### src/rtl/multi_debounce.sv
// rtl/multi_debounce.sv - per-channel button debouncer: sync chain, registered State and Rise/Fall pulses, Busy hold-off.
// Define DEBOUNCE_STABLE_EN for stable-level filtering; the default build is first-edge lockout.
module multi_debounce #(
    parameter int CHANNELS    = 4,
    parameter int CNT_W       = 22,
    parameter int DEAD_TIME   = 3000000,
    parameter int SYNC_STAGES = 2
) (
    input  logic                Clk,
    input  logic                nReset,
    input  logic [CHANNELS-1:0] Button,
    output logic [CHANNELS-1:0] State,
    output logic [CHANNELS-1:0] Rise,
    output logic [CHANNELS-1:0] Fall,
    output logic [CHANNELS-1:0] Busy
);

    localparam longint MAX_DT = (longint'(1) << CNT_W) - longint'(1);
    localparam logic [CNT_W-1:0] DT_M1 = CNT_W'(DEAD_TIME - 1);

    if (CHANNELS < 1 || CHANNELS > 32) begin : g_bad_channels
        $error("multi_debounce: CHANNELS must be 1..32");
    end
    if (SYNC_STAGES < 2 || SYNC_STAGES > 4) begin : g_bad_sync
        $error("multi_debounce: SYNC_STAGES must be 2..4");
    end
    if (DEAD_TIME < 1 || longint'(DEAD_TIME) > MAX_DT) begin : g_bad_dead_time
        $error("multi_debounce: DEAD_TIME must be 1..2^CNT_W-1");
    end

    typedef enum logic {
        IDLE = 1'b0,
        HOLD = 1'b1
    } fsm_t;

    for (genvar i = 0; i < CHANNELS; i++) begin : g_ch
        logic [SYNC_STAGES-1:0] sync;
        logic                   s;
        fsm_t                   fsm;
        logic [CNT_W-1:0]       cnt;
        logic                   state_q;
        logic                   rise_q;
        logic                   fall_q;

        assign s = sync[SYNC_STAGES-1];

        always_ff @(posedge Clk) begin
            if (!nReset) begin
                sync    <= '0;
                fsm     <= IDLE;
                cnt     <= '0;
                state_q <= 1'b0;
                rise_q  <= 1'b0;
                fall_q  <= 1'b0;
            end else begin
                sync   <= {sync[SYNC_STAGES-2:0], Button[i]};
                rise_q <= 1'b0;
                fall_q <= 1'b0;
`ifdef DEBOUNCE_STABLE_EN
                // HOLD here means "a differing level is being timed"; any agreeing cycle restarts it.
                if (s != state_q) begin
                    if (cnt == DT_M1) begin
                        state_q <= s;
                        rise_q  <= s;
                        fall_q  <= state_q;
                        cnt     <= '0;
                        fsm     <= IDLE;
                    end else begin
                        cnt <= cnt + CNT_W'(1);
                        fsm <= HOLD;
                    end
                end else begin
                    cnt <= '0;
                    fsm <= IDLE;
                end
`else
                if (fsm == IDLE) begin
                    if (s != state_q) begin
                        state_q <= s;
                        rise_q  <= s;
                        fall_q  <= state_q;
                        cnt     <= '0;
                        fsm     <= HOLD;
                    end
                end else begin
                    if (cnt == DT_M1) begin
                        cnt <= '0;
                        fsm <= IDLE;
                    end else begin
                        cnt <= cnt + CNT_W'(1);
                    end
                end
`endif
            end
        end

        assign State[i] = state_q;
        assign Rise[i]  = rise_q;
        assign Fall[i]  = fall_q;
        assign Busy[i]  = (fsm == HOLD);
    end

endmodule

### config.mk
export PLATFORM = sky130hd
export DESIGN_NAME = multi_debounce
export DESIGN_NICKNAME = d
export VERILOG_FILES = /design/src/rtl/multi_debounce.sv
export SDC_FILE = /design/constraint.sdc
export NUM_CORES = 1
export LEC_CHECK = 0
export CAP_MARGIN = 20
export CORE_MARGIN = 2
export CORE_UTILIZATION = 55
export DETAILED_ROUTE_END_ITERATION = 12
export GPL_ROUTABILITY_DRIVEN = 1
export PLACE_DENSITY_LB_ADDON = 0.12
export SLEW_MARGIN = 15
export SYNTH_ARGS = -nofsm -noshare
export SYNTH_HDL_FRONTEND = slang
export SYNTH_SLANG_ARGS = --single-unit
### constraint.sdc
create_clock -name Clk -period 2.6 [get_ports Clk]
set_input_delay 0.39 -clock Clk [delete_from_list [all_inputs] [get_ports Clk]]
set_output_delay 0.39 -clock Clk [all_outputs]
set_load 0.005 [all_outputs]
==> summary.txt <==
Drt
  • Drt pass-1 iters: 5
  • Final Routed Wirelength: ~12 mm
  • Antenna Nets Post-Route: 0
  • Residual DRC count: 0
  • Vias per inst: between 6 and 7
  • Initial DRC Count: slightly below 200
  • Vias: 4924
  • Routed len/inst: about 15 µm

Global routing
  • Largest net degree at the start of global routing: 30
  • Number of global-route vias before repair: roughly 4.5k
  • Grt ovf: 0
  • Initial antenna violation count: 0
  • Total GRT Usage: between 20 and 25%
  • Top Usage Layer GRT: met2
  • First-pass GRT wire length: 21.1 mm
  • GR Util met3: 5.39%
  • Met1 global-route usage: approximately 31%
  • Met2 Resource Use GR: 36.1%

Pwr
  • Pint: around 2.2 mW
  • Leak: 1.98 nW
  • Clk pwr share: 32.8%
  • Logic pwr share: under 10%
  • Pwr Density: around 500 mW/mm²
  • Switching Share: between 20% and 30%
  • Net load switching power: approximately 0.78 mW
  • Sequential Power Share: roughly three fifths
  • Maximum VDD drop: 528 µV

Logic synthesis
  • #FFs+latches synth: 112
  • FFs w/ async S/R, synth: 0%
  • Post-Syn Area: about 0.0055 mm²
  • Netlist cell types: about 60
  • Post-synthesis net count: between 600 and 700
  • Post-synth EDFFs: 0
  • Syn avg cell area: roughly 8.3 µm²
  • Synth Instances: 672
  • Top_reg_cell synth: dfxtp_1
  • Sequential area share after synthesis: between 40% and 50%
  • Synth warn: 0

Clocking
  • CTS tree: done
  • CTS max path bufs: 2
  • Post-CTS Resized: 0
  • Later-pin clock latency in the skew report: between 0.3 and 0.4 ns
  • CTS Buf Count: 9
  • CTS Sinks: 112
  • Post-CTS setup buffer count: 0
  • Max H-tree Level: 3
  • Clk slew on worst S/H paths: 0.11 ns
  • CTS Root Buffer Type: clkbuf_8
  • Post-CTS Hold Fix Bufs: 0

Cells and area
  • Layout cells sized above 1: approximately 6.9%
  • Multi-input gate area: between 0.003 and 0.004 mm²
  • Area Overhead vs Synth: 7.81%
  • Register area: about 0.0022 mm²
  • Commonest non-fill, non-tap cell in the layout: dfxtp_1
  • Filler instances: 888
  • Fin nets: 686
  • Antenna Diode Count: 0
  • Most frequent cells in the layout: dfxtp_1 (112), nand2_1 (63), nor2_1 (53)

Timing
  • Pins Over Slew Limit: 0
  • Max_slew headroom: between 30% and 40%
  • Slew @ Worst Pin: approximately 0.91 ns
  • Period utilization: a little over nine tenths
  • Setup Skew: ~0.009 ns
  • TNS Setup: 0 ns
  • Final hold vios: 0
  • Min Tclk post-route: ~2.5 ns
  • Fmax: between 0.4 and 0.5 GHz
  • RSZ-0062 raised after global routing: false
  • Setup WS post-layout: ~0.10 ns
  • Final setup viols: 0

Placed design
  • Place WS: between 0.2 and 0.25 ns
  • Buffers on Ports: 21
  • Hpwl dp: about 8.3 mm
  • Gp weighted congestion: approximately 0.84

Critical path
  • Crit path DAT: about 2.8 ns
  • Crit Path Category: reg2reg
  • Worst setup SP type: flip-flop
  • Crit Path Max Fanout: 29
  • Crit end category: flip-flop
  • CP Data Required Time: ~2.9 ns

Die
  • Die Wd: 104 µm
  • Std-Cell Rows: 36
  • Die area: around 0.011 mm²
  • Ports: 22
  • Die height: between 100 and 150 µm
  • Core area: between 0.009 and 0.01 mm²
  • Initial core utilization: a little under three fifths

Worst hold path
  • Hold/Removal Path Class: reg2reg

Outcome
  • Run status: finished, final reports clean

Job
  • Maxcap violations: 0
[cell families after synthesis]
| group | count (synthesis) | share of synthesized area (%) |
|---|---|---|
| flops | 112 | 40.4 |
| xor+xnor | 20 | 3.16 |
| mux | 14 | 2.53 |
| fa+ha+maj | 4 | 0.903 |
| buf+inv | 55 | 5.35 |
| simple gates | 315 | 30.4 |
| compound gates | 152 | 17.3 |
[registers in the layout, indices dropped and copies added (netlist names)]
name	count
g_ch.cnt	88
g_ch.fall_q	4
g_ch.fsm	4
g_ch.rise_q	4
g_ch.state_q	4
g_ch.sync	8
[cell usage after synthesis, drive strengths merged (4+ instances only)]
master / instances / area, µm²
a21o: 8 / 60.1
a21oi: 46 / 230
a22o: 9 / 78.8
a31oi: 28 / 175
and2: 16 / 100
and3: 18 / 113
and4: 5 / 43.8
buf: 26 / 188
clkbuf: 18 / 67.6
dfxtp: 112 / 2240
ha: 4 / 50.1
inv: 11 / 41.3
mux2i: 14 / 140
nand2: 63 / 236
nand2b: 7 / 51.3
nand3: 48 / 240
nand4: 25 / 156
nor2: 54 / 205
nor2b: 6 / 37.5
nor3: 14 / 70.1
nor3b: 10 / 75.1
nor4: 14 / 87.6
nor4b: 5 / 43.8
o211ai: 7 / 52.6
o21a: 5 / 37.5
o21ai: 29 / 145
or2: 6 / 37.5
or3: 8 / 50.1
or4: 5 / 41.3
xnor2: 15 / 131
xor2: 5 / 43.8
[power groups by stage]
stage | clock network, mW | logic, mW | registers, mW
floorplan | 0 | 0.168 | 1.79
global placement | 0 | 0.225 | 1.80
detailed placement | 0 | 0.229 | 1.80
CTS | 1.02 | 0.229 | 1.76
global route | 1.07 | 0.258 | 1.77
finish | 0.973 | 0.230 | 1.76
[path summary, 6_finish.rpt]
kind,startpoint,end,slack [ns],depth (start not counted)
setup / recovery,g_ch[1].cnt[12]$_SDFFE_PN0P_,g_ch[1].cnt[12]$_SDFFE_PN0P_,0.10,6
hold / removal,g_ch[2].sync[0]$_SDFF_PN0_,g_ch[2].sync[1]$_SDFF_PN0_,0.44,1
setup reg to reg,g_ch[1].cnt[12]$_SDFFE_PN0P_,g_ch[1].cnt[12]$_SDFFE_PN0P_,0.10,6
hold reg to reg,g_ch[2].sync[0]$_SDFF_PN0_,g_ch[2].sync[1]$_SDFF_PN0_,0.44,1
[cell type report]
cell class | count | area share, %
Multi-Input combinational cell | 505 | 50.5
Sequential cell | 112 | 37.5
Timing Repair Buffer | 37 | 5.53
Tap cell | 133 | 2.78
Clock buffer | 9 | 2.07
Clock inverter | 7 | 0.921
Inverter | 11 | 0.691
[worst max-delay path, stage by stage (launching register included)]
cell and delay [ns]:
dfxtp_1 0.37, or3b_2 0.49, nor4_1 0.71, a311oi_2 0.19, buf_4 0.28, a21o_1 0.18
a22o_1 0.16
[per-stage QoR]
step,util [%],hold WS [ns],instances,instance area [µm²],total power [mW]
6_report,61.2,0.445,814,5980,2.97
5_1_grt,61.2,0.462,814,5980,3.10
4_1_cts,61.1,0.446,814,5970,3.01
3_5_place_dp,59.3,0.419,798,5790,2.03
3_3_place_gp,59.3,0.413,798,5790,2.03
2_1_floorplan,-,0.412,672,5550,1.96
[routing by layer]
layer | vias up | routed length (µm)
li1 | 2464 | -
met1 | 2320 | 5810
met2 | 129 | 5560
met3 | 11 | 583
met4 | 0 | 119
met5 | - | 0
No activity file was read; power rests on OpenSTA's default activity.
